$ cat config.mk
export PLATFORM = sky130hd
export DESIGN_NAME = tl_stim_sequencer
export DESIGN_NICKNAME = d
export VERILOG_FILES = /design/src/rtl/tl_stim_sequencer.sv
export SDC_FILE = /design/constraint.sdc
export NUM_CORES = 2
export LEC_CHECK = 0
export ABC_AREA = 0
export CAP_MARGIN = 25
export CORE_MARGIN = 3
export CORE_UTILIZATION = 55
export DETAILED_ROUTE_END_ITERATION = 6
export PLACE_DENSITY = 0.85
export SLEW_MARGIN = 20
export SYNTH_ARGS = -nofsm -noshare
export SYNTH_HDL_FRONTEND = slang
export SYNTH_SLANG_ARGS = --single-unit
$ cat constraint.sdc
create_clock -name clk -period 14.7 [get_ports clk]
set_input_delay 1.47 -clock clk [delete_from_list [all_inputs] [get_ports clk]]
set_output_delay 1.47 -clock clk [all_outputs]
set_load 0.02 [all_outputs]
$ cat src/rtl/tl_stim_sequencer.sv
// tl_stim_sequencer: per-channel command FIFOs driving TileLink L1 request
// ports, with completion checking, timeouts and saturating pass/fail totals.
`ifndef TL_ADDR_BITS
`define TL_ADDR_BITS 32
`endif
`ifndef TL_SIZE_BITS
`define TL_SIZE_BITS 3
`endif
`ifndef TL_SOURCE_BITS
`define TL_SOURCE_BITS 4
`endif
`ifndef TL_DATA_BYTES
`define TL_DATA_BYTES 4
`endif

module tl_stim_sequencer #(
  parameter int NUM_L1     = 4,
  parameter int ADDR_W     = `TL_ADDR_BITS,
  parameter int SIZE_W     = `TL_SIZE_BITS,
  parameter int SRC_W      = `TL_SOURCE_BITS,
  parameter int DBYTES     = `TL_DATA_BYTES,
  parameter int FIFO_DEPTH = 8,
  parameter int TIMEOUT    = 1024,
  parameter int CNT_W      = 16,
  localparam int CH_W      = (NUM_L1 > 1) ? $clog2(NUM_L1) : 1,
  localparam int DW        = 8 * DBYTES
) (
  input  logic                       clk,
  input  logic                       rst_n,
  input  logic                       go,
  input  logic                       cmd_valid,
  output logic                       cmd_ready,
  input  logic [CH_W-1:0]            cmd_chan,
  input  logic [1:0]                 cmd_type,
  input  logic [ADDR_W-1:0]          cmd_addr,
  input  logic [SIZE_W-1:0]          cmd_size,
  input  logic [SRC_W-1:0]           cmd_source,
  input  logic [DW-1:0]              cmd_data,
  input  logic [DW-1:0]              cmd_expect,
  input  logic [DBYTES-1:0]          cmd_mask,
  input  logic                       cmd_check,
  output logic [NUM_L1-1:0]          start_transaction,
  output logic [2*NUM_L1-1:0]        transaction_type,
  output logic [NUM_L1*ADDR_W-1:0]   address,
  output logic [NUM_L1*SIZE_W-1:0]   size,
  output logic [NUM_L1*SRC_W-1:0]    source,
  output logic [NUM_L1*DW-1:0]       write_data,
  output logic [NUM_L1*DBYTES-1:0]   write_mask,
  input  logic [NUM_L1-1:0]          transaction_done,
  input  logic [NUM_L1*DW-1:0]       read_data,
  output logic                       busy,
  output logic [CNT_W-1:0]           pass_count,
  output logic [CNT_W-1:0]           fail_count,
  output logic [NUM_L1-1:0]          timeout_err,
  output logic                       test_done,
  output logic                       all_tests_passed
);

  localparam int AW = (FIFO_DEPTH > 1) ? $clog2(FIFO_DEPTH) : 1;
  localparam int TW = (TIMEOUT > 1) ? $clog2(TIMEOUT) : 1;
  localparam int IW = $clog2(NUM_L1 + 1);

  typedef enum logic [1:0] {
    S_IDLE,
    S_ISSUE,
    S_WAIT,
    S_HALT
  } st_e;

  logic [NUM_L1-1:0] full;
  logic [NUM_L1-1:0] pass_ev;
  logic [NUM_L1-1:0] fail_ev;
  logic [NUM_L1-1:0] busy_ch;
  logic              chan_ok;

  assign chan_ok   = 32'(cmd_chan) < NUM_L1;
  assign cmd_ready = chan_ok && !full[cmd_chan];

  for (genvar g = 0; g < NUM_L1; g++) begin : g_ch
    logic [1:0]        m_type [FIFO_DEPTH];
    logic [ADDR_W-1:0] m_addr [FIFO_DEPTH];
    logic [SIZE_W-1:0] m_size [FIFO_DEPTH];
    logic [SRC_W-1:0]  m_src  [FIFO_DEPTH];
    logic [DW-1:0]     m_data [FIFO_DEPTH];
    logic [DW-1:0]     m_exp  [FIFO_DEPTH];
    logic [DBYTES-1:0] m_mask [FIFO_DEPTH];
    logic              m_chk  [FIFO_DEPTH];

    logic [AW:0]       wr_q, rd_q;
    logic [AW-1:0]     wa, ra;
    logic              empty, push, pop, load, to_set;
    st_e               st_q, st_d;
    logic [TW-1:0]     tmr_q, tmr_d;
    logic              to_q;
    logic [1:0]        p_type_q;
    logic [ADDR_W-1:0] p_addr_q;
    logic [SIZE_W-1:0] p_size_q;
    logic [SRC_W-1:0]  p_src_q;
    logic [DW-1:0]     p_data_q;
    logic [DW-1:0]     p_exp_q;
    logic [DBYTES-1:0] p_mask_q;
    logic              p_chk_q;
    logic [DW-1:0]     rdata;
    logic              mism;
    logic              head_rsv;

    assign wa       = wr_q[AW-1:0];
    assign ra       = rd_q[AW-1:0];
    assign empty    = wr_q == rd_q;
    assign full[g]  = (wr_q[AW] != rd_q[AW]) && (wa == ra);
    assign head_rsv = m_type[ra] == 2'd3;

    // A halted channel swallows new commands instead of queueing them
    assign push = cmd_valid && cmd_ready &&
                  (cmd_chan == CH_W'(g)) && (st_q != S_HALT);

    always_ff @(posedge clk) begin
      if (push) begin
        m_type[wa] <= cmd_type;
        m_addr[wa] <= cmd_addr;
        m_size[wa] <= cmd_size;
        m_src[wa]  <= cmd_source;
        m_data[wa] <= cmd_data;
        m_exp[wa]  <= cmd_expect;
        m_mask[wa] <= cmd_mask;
        m_chk[wa]  <= cmd_check;
      end
    end

    always_ff @(posedge clk or negedge rst_n) begin
      if (!rst_n) begin
        wr_q <= '0;
        rd_q <= '0;
      end else begin
        if (push) wr_q <= wr_q + 1'b1;
        if (pop)  rd_q <= rd_q + 1'b1;
      end
    end

    assign rdata = read_data[g*DW +: DW];
    assign mism  = (p_type_q == 2'd0) && p_chk_q && (rdata != p_exp_q);

    // Completion resolves in the done cycle so the next issue follows at once
    always_comb begin
      st_d       = st_q;
      tmr_d      = tmr_q;
      pop        = 1'b0;
      load       = 1'b0;
      to_set     = 1'b0;
      pass_ev[g] = 1'b0;
      fail_ev[g] = 1'b0;
      unique case (st_q)
        S_IDLE: begin
          if (go && !empty) begin
            pop = 1'b1;
            if (head_rsv) begin
              fail_ev[g] = 1'b1;
            end else begin
              load = 1'b1;
              st_d = S_ISSUE;
            end
          end
        end
        S_ISSUE: begin
          tmr_d = '0;
          st_d  = S_WAIT;
        end
        S_WAIT: begin
          if (transaction_done[g]) begin
            pass_ev[g] = !mism;
            fail_ev[g] = mism;
            tmr_d      = '0;
            if (go && !empty && !head_rsv) begin
              pop  = 1'b1;
              load = 1'b1;
              st_d = S_ISSUE;
            end else begin
              st_d = S_IDLE;
            end
          end else if (tmr_q == TW'(TIMEOUT - 1)) begin
            fail_ev[g] = 1'b1;
            to_set     = 1'b1;
            st_d       = S_HALT;
          end else begin
            tmr_d = tmr_q + 1'b1;
          end
        end
        S_HALT: begin
          if (!empty) begin
            pop        = 1'b1;
            fail_ev[g] = 1'b1;
          end
        end
        default: st_d = S_IDLE;
      endcase
    end

    always_ff @(posedge clk or negedge rst_n) begin
      if (!rst_n) begin
        st_q  <= S_IDLE;
        tmr_q <= '0;
        to_q  <= 1'b0;
      end else begin
        st_q  <= st_d;
        tmr_q <= tmr_d;
        if (to_set) to_q <= 1'b1;
      end
    end

    always_ff @(posedge clk or negedge rst_n) begin
      if (!rst_n) begin
        p_type_q <= '0;
        p_addr_q <= '0;
        p_size_q <= '0;
        p_src_q  <= '0;
        p_data_q <= '0;
        p_exp_q  <= '0;
        p_mask_q <= '0;
        p_chk_q  <= 1'b0;
      end else if (load) begin
        p_type_q <= m_type[ra];
        p_addr_q <= m_addr[ra];
        p_size_q <= m_size[ra];
        p_src_q  <= m_src[ra];
        p_data_q <= m_data[ra];
        p_exp_q  <= m_exp[ra];
        p_mask_q <= m_mask[ra];
        p_chk_q  <= m_chk[ra];
      end
    end

    assign start_transaction[g]            = st_q == S_ISSUE;
    assign transaction_type[2*g +: 2]      = p_type_q;
    assign address[g*ADDR_W +: ADDR_W]     = p_addr_q;
    assign size[g*SIZE_W +: SIZE_W]        = p_size_q;
    assign source[g*SRC_W +: SRC_W]        = p_src_q;
    assign write_data[g*DW +: DW]          = p_data_q;
    assign write_mask[g*DBYTES +: DBYTES]  = p_mask_q;
    assign timeout_err[g]                  = to_q;
    assign busy_ch[g] = !empty || (st_q == S_ISSUE) || (st_q == S_WAIT);
  end

  logic [IW-1:0]    n_pass, n_fail;
  logic [CNT_W-1:0] pass_q, fail_q;
  logic             res_q, done_q;
  logic             any_ev;

  always_comb begin
    n_pass = '0;
    n_fail = '0;
    for (int i = 0; i < NUM_L1; i++) begin
      n_pass = n_pass + IW'(pass_ev[i]);
      n_fail = n_fail + IW'(fail_ev[i]);
    end
  end

  function automatic logic [CNT_W-1:0] sat_add(
    input logic [CNT_W-1:0] a,
    input logic [IW-1:0]    b
  );
    logic [CNT_W:0] s;
    s = {1'b0, a} + (CNT_W + 1)'(b);
    return s[CNT_W] ? '1 : s[CNT_W-1:0];
  endfunction

  assign busy   = |busy_ch;
  assign any_ev = |pass_ev || |fail_ev;

  always_ff @(posedge clk or negedge rst_n) begin
    if (!rst_n) begin
      pass_q <= '0;
      fail_q <= '0;
    end else begin
      pass_q <= sat_add(pass_q, n_pass);
      fail_q <= sat_add(fail_q, n_fail);
    end
  end

  // Completion needs a resolved command since go rose, so an idle start
  // does not report done
  always_ff @(posedge clk or negedge rst_n) begin
    if (!rst_n) begin
      res_q  <= 1'b0;
      done_q <= 1'b0;
    end else if (!go) begin
      res_q  <= 1'b0;
      done_q <= 1'b0;
    end else begin
      if (any_ev) res_q <= 1'b1;
      if (!busy && res_q) done_q <= 1'b1;
    end
  end

  assign pass_count       = pass_q;
  assign fail_count       = fail_q;
  assign test_done        = done_q;
  assign all_tests_passed = done_q && (fail_q == '0) && (timeout_err == '0);

endmodule
**Word-level counts from Yosys, hierarchy flattened**

Memory sizes are Yosys's and may differ from the RTL's. A register that Yosys moved wholly into a read port is not among the register bits.
Index checks and enable logic that the tools add are counted.

- Flip-flop bits (word level): 126
- Memories: 32
- Latch bits: 0
- ROM bits: 0
- Output and inout port bits: 352
- Input port bits: 248
- Bits in writable memories: 3520

- Add/sub/neg operators: 20
- $mul: 0
- Bitwise operators: 0
- $lt $le $gt $ge: 1
- Reduce and logical (&&, ||, !) cells: 113
- Equal/unequal tests: 61
- Shift-type cells: 0
- Multiplexer cells: 120
- Divide/modulo/power cells: 0

Memories:

| memory | words | bits a word | read ports | clocked after memory_dff | write ports | RTL line | text |
|---|---|---|---|---|---|---|---|
| g_ch[0].m_addr | 8 | 32 | 1 | 1 | 1 | 81 | `logic [ADDR_W-1:0] m_addr [FIFO_DEPTH];` |
| g_ch[0].m_data | 8 | 32 | 1 | 1 | 1 | 84 | `logic [DW-1:0] m_data [FIFO_DEPTH];` |
| g_ch[0].m_exp | 8 | 32 | 1 | 1 | 1 | 85 | `logic [DW-1:0] m_exp [FIFO_DEPTH];` |
| g_ch[1].m_addr | 8 | 32 | 1 | 1 | 1 | 81 |  |
| g_ch[1].m_data | 8 | 32 | 1 | 1 | 1 | 84 |  |
| g_ch[1].m_exp | 8 | 32 | 1 | 1 | 1 | 85 |  |
| +26 memories | -- | -- | -- | -- | -- | -- |  |

Operators with widths:

| kind | count |
|---|---|
| inequality test 32 bit | 4 |
| two-way mux 10 bit | 8 |
| one-hot mux 10 bit (2 select lines) | 4 |
| two-way mux 1 bit | 73 |
| logical NOT 1 bit | 42 |
| adder 10 x 1 -> 10 bit, second input constant | 4 |
| == test 10 bit, second input constant | 4 |
| adder 16 x 3 -> 17 bit | 2 |
| adder 4 x 1 -> 4 bit, second input constant | 8 |
| logical AND 1 bit | 32 |
| two-way mux 16 bit | 2 |
| two-way mux 2 bit | 16 |
| == test 2 bit, second input constant | 14 |
| inequality test 2 bit, second input constant | 12 |
| inequality test 3 bit, second input constant | 8 |
| one-hot mux 1 bit (3 select lines) | 8 |
| one-hot mux 2 bit (3 select lines) | 4 |
| logical NOT 2 bit | 9 |
| == test 4 bit | 4 |
| logical NOT 16 bit | 1 |
| AND reduction 4 bit | 4 |
| == test 3 bit | 4 |
| nonzero test 3 bit | 4 |
| OR reduction 4 bit | 3 |
| 13 further kinds | 41 |

**Logic depth before layout (Yosys ltp)**

- Word-level depth: 11
- Gate-level depth with buffers: 17
- Mapped depth without buffers: 16

**Worst setup path before layout**

Ideal clock, no wire load.

- Path kind: input port to flip-flop
- From: input cmd_chan[0]
- To: memory g_ch[0].m_addr[4][0] (netlist name) (enable)
- Required time: 13987 ps
- Path slack: 3629 ps
- Cell stages on the path: 5
- Data arrival time: 10358 ps
- Library setup time: 713 ps
- Cell sequence: clkbuf_2 nor2_1 a2111oi_0 nand2_1 nor3_1

- Word-level cells in the longest chain between the ends: 8

RTL lines:

| what | RTL line | text |
|---|---|---|
| start, declared | 33 | `input logic [CH_W-1:0] cmd_chan,` |
| binary-select mux 1 bit (select 2 bit) | 77 | `assign cmd_ready = chan_ok && !full[cmd_chan];` |
| two-way mux 1 bit (not written as such) | 77 |  |
| logical NOT 1 bit | 77 |  |
| logical AND 1 bit | 114 | `assign push = cmd_valid && cmd_ready &&` |
| logical AND 1 bit * | 114 |  |
| logical AND 1 bit * | 115 | `(cmd_chan == CH_W'(g)) && (st_q != S_HALT);` |
| two-way mux 1 bit * | 118 | `if (push) begin` |
| two-way mux 1 bit (not written as such) * | 120 | `m_addr[wa] <= cmd_addr;` |
| end, declared | 81 |  |

Mark *: on every way between the ends. The rest lies on a longest branch, timed or not. The select of a mux whose other input is x is not followed.

**Worst setup path after layout**

- From: input read_data[75]
- To: register fail_q[11] (netlist: fail_count[11])

- Word-level cells in the longest chain between the ends: 8

RTL lines:

| what | RTL line | text |
|---|---|---|
| start, declared | 50 | `input logic [NUM_L1*DW-1:0] read_data,` |
| inequality test 32 bit | 141 | `assign mism = (p_type_q == 2'd0) && p_chk_q && (rdata != p_exp_q);` |
| logical AND 1 bit | 141 |  |
| two-way mux 1 bit | 169 | `if (transaction_done[g]) begin` |
| one-hot mux 1 bit (3 select lines) | 152 | `unique case (st_q)` |
| adder 2 x 1 -> 3 bit | 253 | `n_fail = n_fail + IW'(fail_ev[i]);` |
| adder 3 x 1 -> 3 bit | 253 |  |
| adder 16 x 3 -> 17 bit | 262 | `s = {1'b0, a} + (CNT_W + 1)'(b);` |
| two-way mux 16 bit | 263 | `return s[CNT_W] ? '1 : s[CNT_W-1:0];` |
| end signal, assigned | 275 | `fail_q <= sat_add(fail_q, n_fail);` |
| end, declared | 244 | `logic [CNT_W-1:0] pass_q, fail_q;` |

No other way between the ends.
A chain may end at the register's enable or synchronous reset.

==> impl_results.html <==
<table>
<tr><th>Metric</th><th>Value</th></tr>
<tr><th colspan="2">Status</th></tr>
<tr><td>Result of the run</td><td>completed</td></tr>
<tr><th colspan="2">Worst setup path</th></tr>
<tr><td>Critical path launch point type</td><td>primary input</td></tr>
<tr><td>Worst EP arrival</td><td>between 8000 and 9000 ps</td></tr>
<tr><td>Required time reported for the critical path endpoint</td><td>between 15000 and 20000 ps</td></tr>
<tr><td>CP dominant cell by count</td><td>sky130_fd_sc_hd__fa_1</td></tr>
<tr><td>Depth of the worst register-to-register path</td><td>15</td></tr>
<tr><td>Largest fanout on the critical path</td><td>13</td></tr>
<tr><td>Critical path cell sequence</td><td>clkdlybuf4s50_1 -&gt; xnor2_1 -&gt; nand4_1 -&gt; nor4_1 -&gt; nand2_1 -&gt; a211oi_1 -&gt; fa_1 -&gt; inv_1 -&gt; fa_1 -&gt; fa_1 -&gt; and3_1 -&gt; nand3_1 -&gt; nor2_1 -&gt; nand3_1 -&gt; or2_2 -&gt; nand2_1</td></tr>
<tr><td>Worst reg2reg setup slack</td><td>~8400 ps</td></tr>
<tr><td>Worst-path cell with the longest stage delay</td><td>sky130_fd_sc_hd__nand4_1</td></tr>
<tr><td>Start point of the critical path</td><td>read_data[75]</td></tr>
<tr><td>Endpoint class of the critical path</td><td>flop</td></tr>
<tr><td>Crit path kind</td><td>in -&gt; reg</td></tr>
<tr><td>Endpoint of the worst setup timing path</td><td>fail_count[11]</td></tr>
<tr><td>Crit path largest cell delay</td><td>about 880 ps</td></tr>
<tr><td>Worst R2R End</td><td>fail_count[11]</td></tr>
<tr><td>Reg2Reg Launch Point</td><td>g_ch[2].p_exp_q[11]</td></tr>
<tr><th colspan="2">Job</th></tr>
<tr><td>MaxCap Viol Count</td><td>0</td></tr>
<tr><th colspan="2">Power</th></tr>
<tr><td>Int Power</td><td>between 20 and 25 mW</td></tr>
<tr><td>PwrDens</td><td>195 nW/um^2</td></tr>
<tr><td>VDD IR-drop max</td><td>about 0.00018 V</td></tr>
<tr><td>Switching power of the nets</td><td>around 11 mW</td></tr>
<tr><td>Switch share</td><td>0.321</td></tr>
<tr><td>Portion of total power attributed to the clock network</td><td>0.296</td></tr>
<tr><td>Combinational fraction of design power</td><td>0.278</td></tr>
<tr><td>Power share of the sequential group</td><td>0.426</td></tr>
<tr><td>Leak</td><td>~60 nW</td></tr>
<tr><th colspan="2">Drt</th></tr>
<tr><td>Routed wire length</td><td>416 mm</td></tr>
<tr><td>Number of violations reported at the end of detailed-routing iteration 0</td><td>about 11000</td></tr>
<tr><td>Antenna-violating nets left</td><td>0</td></tr>
<tr><td>Total DRC errors in the routed layout</td><td>0</td></tr>
<tr><td>Total via count in the routed design</td><td>80200</td></tr>
<tr><td>Number of detailed-route iterations in the first pass</td><td>6</td></tr>
<tr><td>Per-cell via count in the routed design</td><td>about 6.5</td></tr>
<tr><td>WL per Instance</td><td>around 34 um</td></tr>
<tr><th colspan="2">Global routing</th></tr>
<tr><td>Global-route wire length before repair</td><td>598 mm</td></tr>
<tr><td>Number of antenna violations at the first check in global routing</td><td>39</td></tr>
<tr><td>Via count of the first global-routing pass</td><td>82000</td></tr>
<tr><td>Maximum number of pins on one net before global-route repair</td><td>150</td></tr>
<tr><td>Global-route congestion overflow total</td><td>0</td></tr>
<tr><td>Total global routing track utilization</td><td>0.290</td></tr>
<tr><th colspan="2">Synth</th></tr>
<tr><td>Netlist Area Pre-Place</td><td>roughly 150000 sq um</td></tr>
<tr><td>Number of flops mapped to enable cells by yosys</td><td>about 3500</td></tr>
<tr><td>Share of async-settable or async-resettable flops after synthesis</td><td>0.137</td></tr>
<tr><td>Gate count after technology mapping</td><td>between 7000 and 8000</td></tr>
<tr><td>Sequential share of the synthesized area</td><td>0.775</td></tr>
<tr><td>Dominant register cell in the synthesized netlist</td><td>sky130_fd_sc_hd__edfxtp_1</td></tr>
<tr><td>Avg Cell Area, Syn</td><td>about 21 sq um</td></tr>
<tr><td>Count of unique library cells instantiated by Yosys</td><td>60</td></tr>
<tr><td>Mapped Nets</td><td>a little under 8000</td></tr>
<tr><td>Count of state elements after synthesis</td><td>between 4000 and 5000</td></tr>
<tr><td>Yosys synthesis warning count</td><td>0</td></tr>
<tr><th colspan="2">Layout</th></tr>
<tr><td>Non-filler instance count after layout</td><td>12300</td></tr>
<tr><td>Area of combinational cells with multiple inputs</td><td>33400 sq um</td></tr>
<tr><td>Fraction of layout cells with a size suffix above 1</td><td>0.213</td></tr>
<tr><td>Register area</td><td>approximately 120000 sq um</td></tr>
<tr><td>Area growth syn-to-layout</td><td>15.6%</td></tr>
<tr><td>Design area</td><td>approximately 180000 sq um</td></tr>
<tr><td>Number of filler instances in the final layout</td><td>17100</td></tr>
<tr><td># nets final</td><td>between 8000 and 9000</td></tr>
<tr><td>Final cell utilization of the core</td><td>0.642</td></tr>
<tr><th colspan="2">STA</th></tr>
<tr><td>Setup violation total in the final timing report</td><td>0</td></tr>
<tr><td>Final hold violation count</td><td>0</td></tr>
<tr><td>Setup repair after global routing missed its margin</td><td>false</td></tr>
<tr><td>Fraction of the cycle the final worst path needs</td><td>0.488</td></tr>
<tr><td>Max-slew headroom at the worst pin</td><td>0.230</td></tr>
<tr><td>Fmax</td><td>approximately 0.14 GHz</td></tr>
<tr><td>Post-route minimum period</td><td>7180 ps</td></tr>
<tr><td>Number of slew-limit violations in the final report</td><td>0</td></tr>
<tr><td>Pin slew with the least headroom to its limit</td><td>between 1000 and 1500 ps</td></tr>
<tr><td>Minimum setup slack in the final design</td><td>approximately 7500 ps</td></tr>
<tr><td>Final-layout setup total negative slack</td><td>0 ps</td></tr>
<tr><td>Worst Skew</td><td>around 80 ps</td></tr>
<tr><th colspan="2">Hold path</th></tr>
<tr><td>Worst hold path type</td><td>reg -&gt; reg</td></tr>
<tr><th colspan="2">Placed design</th></tr>
<tr><td>Number of buffers inserted by port buffering</td><td>around 600</td></tr>
<tr><td>Placed Instance Area</td><td>approximately 170000 sq um</td></tr>
<tr><td>Setup slack after placement</td><td>just under 7000 ps</td></tr>
<tr><td>DPL Wire Length</td><td>232 mm</td></tr>
<tr><td>Final GP Congestion</td><td>~0.88</td></tr>
<tr><td>Number of placed instances with taps included</td><td>between 10000 and 15000</td></tr>
<tr><th colspan="2">CTS</th></tr>
<tr><td>Inserted Clock Buffers</td><td>388</td></tr>
<tr><td>Num Clock Sinks</td><td>approximately 4000</td></tr>
<tr><td>Clock latency at the later pin of the worst-skew pair</td><td>950 ps</td></tr>
<tr><td>CTS hold repair buffers</td><td>0</td></tr>
<tr><td>Clock tree from TritonCTS</td><td>done</td></tr>
<tr><td>Post-CTS Setup Repair Bufs</td><td>0</td></tr>
<tr><td>Root buf cell</td><td>sky130_fd_sc_hd__clkbuf_16</td></tr>
<tr><td>Post_cts resized</td><td>0</td></tr>
<tr><td>CTS Buffer Depth</td><td>4</td></tr>
<tr><td>H-Tree Depth</td><td>5</td></tr>
<tr><td>Reg clk slew, reported paths</td><td>around 60 ps</td></tr>
<tr><th colspan="2">Floorplan</th></tr>
<tr><td>Number of I/O pins</td><td>600</td></tr>
<tr><td>Floorplan die area</td><td>287000 sq um</td></tr>
<tr><td>Chip Height</td><td>around 540 um</td></tr>
<tr><td>Initial Util</td><td>0.556</td></tr>
<tr><td>Horizontal extent of the die</td><td>about 540 um</td></tr>
<tr><td>Std-Cell Rows</td><td>~190</td></tr>
<tr><td>Core Footprint</td><td>about 280000 sq um</td></tr>
</table>
[power by group through the flow]
stage / Clock [mW] / Combinational, mW / Sequential (mW)
2_1_floorplan: 0 / 5.74 / 14.8
3_3_place_gp: 0 / 9.12 / 15.0
3_5_place_dp: 0 / 9.38 / 15.0
4_1_cts: 10.4 / 9.67 / 14.8
5_1_grt: 10.8 / 10.2 / 14.9
6_report: 10.3 / 9.68 / 14.8
[state kept, by name, summed over array words and instances, names as in the netlist, 32 cells and up]
| name | count |
|---|---|
| g_ch.m_addr | 1024 |
| g_ch.m_chk | 32 |
| g_ch.m_data | 1024 |
| g_ch.m_exp | 1024 |
| g_ch.m_mask | 128 |
| g_ch.m_size | 96 |
| g_ch.m_src | 128 |
| g_ch.m_type | 64 |
| g_ch.p_addr_q | 128 |
| g_ch.p_data_q | 128 |
| g_ch.p_exp_q | 128 |
| g_ch.tmr_q | 40 |
[cells in the final DEF, fill, tap and decap left out, drive strengths merged, types with 18 or more instances in the layout]
cell type and count:
a21oi 23, buf 260, bufinv 32, clkbuf 546, clkdlybuf4s50 517, clkinv 134
dfrtp 558, diode 21, edfxtp 3520, ha 33, inv 47, mux2 18
mux2i 440, mux4 880, nand2 525, nand2b 19, nand3 30, nand4 40
nor2 88, nor3 18, nor4 27, o21ai 469, xnor2 100, xor2 110
[logic make-up after synthesis]
group           share of synthesized area
mux                                 0.158
fa+ha+maj                         0.00345
compound gates                     0.0186
flops                               0.775
buf+inv                            0.0103
xor+xnor                           0.0119
simple gates                       0.0224
[critical path: cells and delay by family]
kind	cells	cell delay [ps]
AOI/OAI and AO/OA	1	630
xor gates and xnor gates	1	750
adders and majority gates	3	970
and+or+nand+nor	9	3390
buffers and inverters	2	760
[layer usage]
metal,track usage,vias to the layer above,part of all wire
li1,-,31500,-
met1,0.387,41800,0.34
met4,0.122,24,0.048
met5,0,-,0.00036
met2,0.463,5822,0.49
met3,0.0686,1007,0.12
[cell type report]
class                   instances  share of cell area
repair buffers                778              0.0408
flip-flops and latches       4078               0.671
well taps                    3705              0.0260
multi-input cells            2932               0.187
diodes                         21            0.000294
inverters                      36            0.000757
clock buffers                 545              0.0615
clock inverters               188              0.0127
[worst min path at each step]
stage,from,end,slack (ps),depth (start not counted)
detailed placement,g_ch[3].p_data_q[11],g_ch[3].p_data_q[11],470,2
global placement,g_ch[3].p_size_q[2],g_ch[3].p_size_q[2],470,2
floorplan,g_ch[1].p_chk_q,g_ch[1].p_chk_q,440,2
CTS,rst_n,g_ch[3].p_exp_q[9],480,1
finish,g_ch[3].p_data_q[11],g_ch[3].p_data_q[11],480,2
global route,g_ch[3].wr_q[3],g_ch[3].wr_q[3],500,1
[per-stage QoR]
stage               hold WS [ps]  total power, mW
global placement             467             24.1
global route                 503             35.9
floorplan                    442             20.6
finish                       479             34.8
CTS                          483             34.9
detailed placement           469             24.4
[synthesized netlist by cell type, types with 3 or more instances]
master                     instances  area (sq um)
sky130_fd_sc_hd__mux4_2          880         19800
sky130_fd_sc_hd__buf_4             6          45.0
sky130_fd_sc_hd__nor3b_1           3          22.5
sky130_fd_sc_hd__nand3_1          30           150
sky130_fd_sc_hd__and2_1            8          50.1
sky130_fd_sc_hd__edfxtp_1       3520        106000
sky130_fd_sc_hd__a21o_1            6          45.0
sky130_fd_sc_hd__nor2b_1           8          50.1
sky130_fd_sc_hd__nand4_1          40           250
sky130_fd_sc_hd__nand2_1         525          1970
sky130_fd_sc_hd__mux2i_1         440          4400
sky130_fd_sc_hd__o21bai_1          4          30.0
sky130_fd_sc_hd__a21oi_1          23           115
sky130_fd_sc_hd__nor3_1           18          90.1
sky130_fd_sc_hd__mux2_2           16           180
sky130_fd_sc_hd__fa_1              6           120
sky130_fd_sc_hd__o21ai_1          32           160
sky130_fd_sc_hd__o211ai_1          5          37.5
sky130_fd_sc_hd__buf_6             3          33.8
sky130_fd_sc_hd__nor2_1           88           330
sky130_fd_sc_hd__xnor2_1         100           876
sky130_fd_sc_hd__dfrtp_1         558         14000
sky130_fd_sc_hd__a211oi_1          3          22.5
sky130_fd_sc_hd__buf_1            75           282
sky130_fd_sc_hd__o21ai_0         437          2190
sky130_fd_sc_hd__buf_2            34           170
sky130_fd_sc_hd__xor2_1          110           963
sky130_fd_sc_hd__inv_1            36           135
sky130_fd_sc_hd__nand2b_1         19           119
sky130_fd_sc_hd__nor4_1           27           169
sky130_fd_sc_hd__clkbuf_1        244           916
sky130_fd_sc_hd__nor4b_1           6          52.6
sky130_fd_sc_hd__and4_1            6          52.6
sky130_fd_sc_hd__a41oi_1           6          52.6
sky130_fd_sc_hd__and3_1            5          31.3
sky130_fd_sc_hd__ha_1             33           413
sky130_fd_sc_hd__or4_1             3          22.5
sky130_fd_sc_hd__or3_1            11          68.8
sky130_fd_sc_hd__or2_2             3          18.8
sky130_fd_sc_hd__a31oi_1           6          37.5
Note: power is estimated with default switching activity, not from simulation.
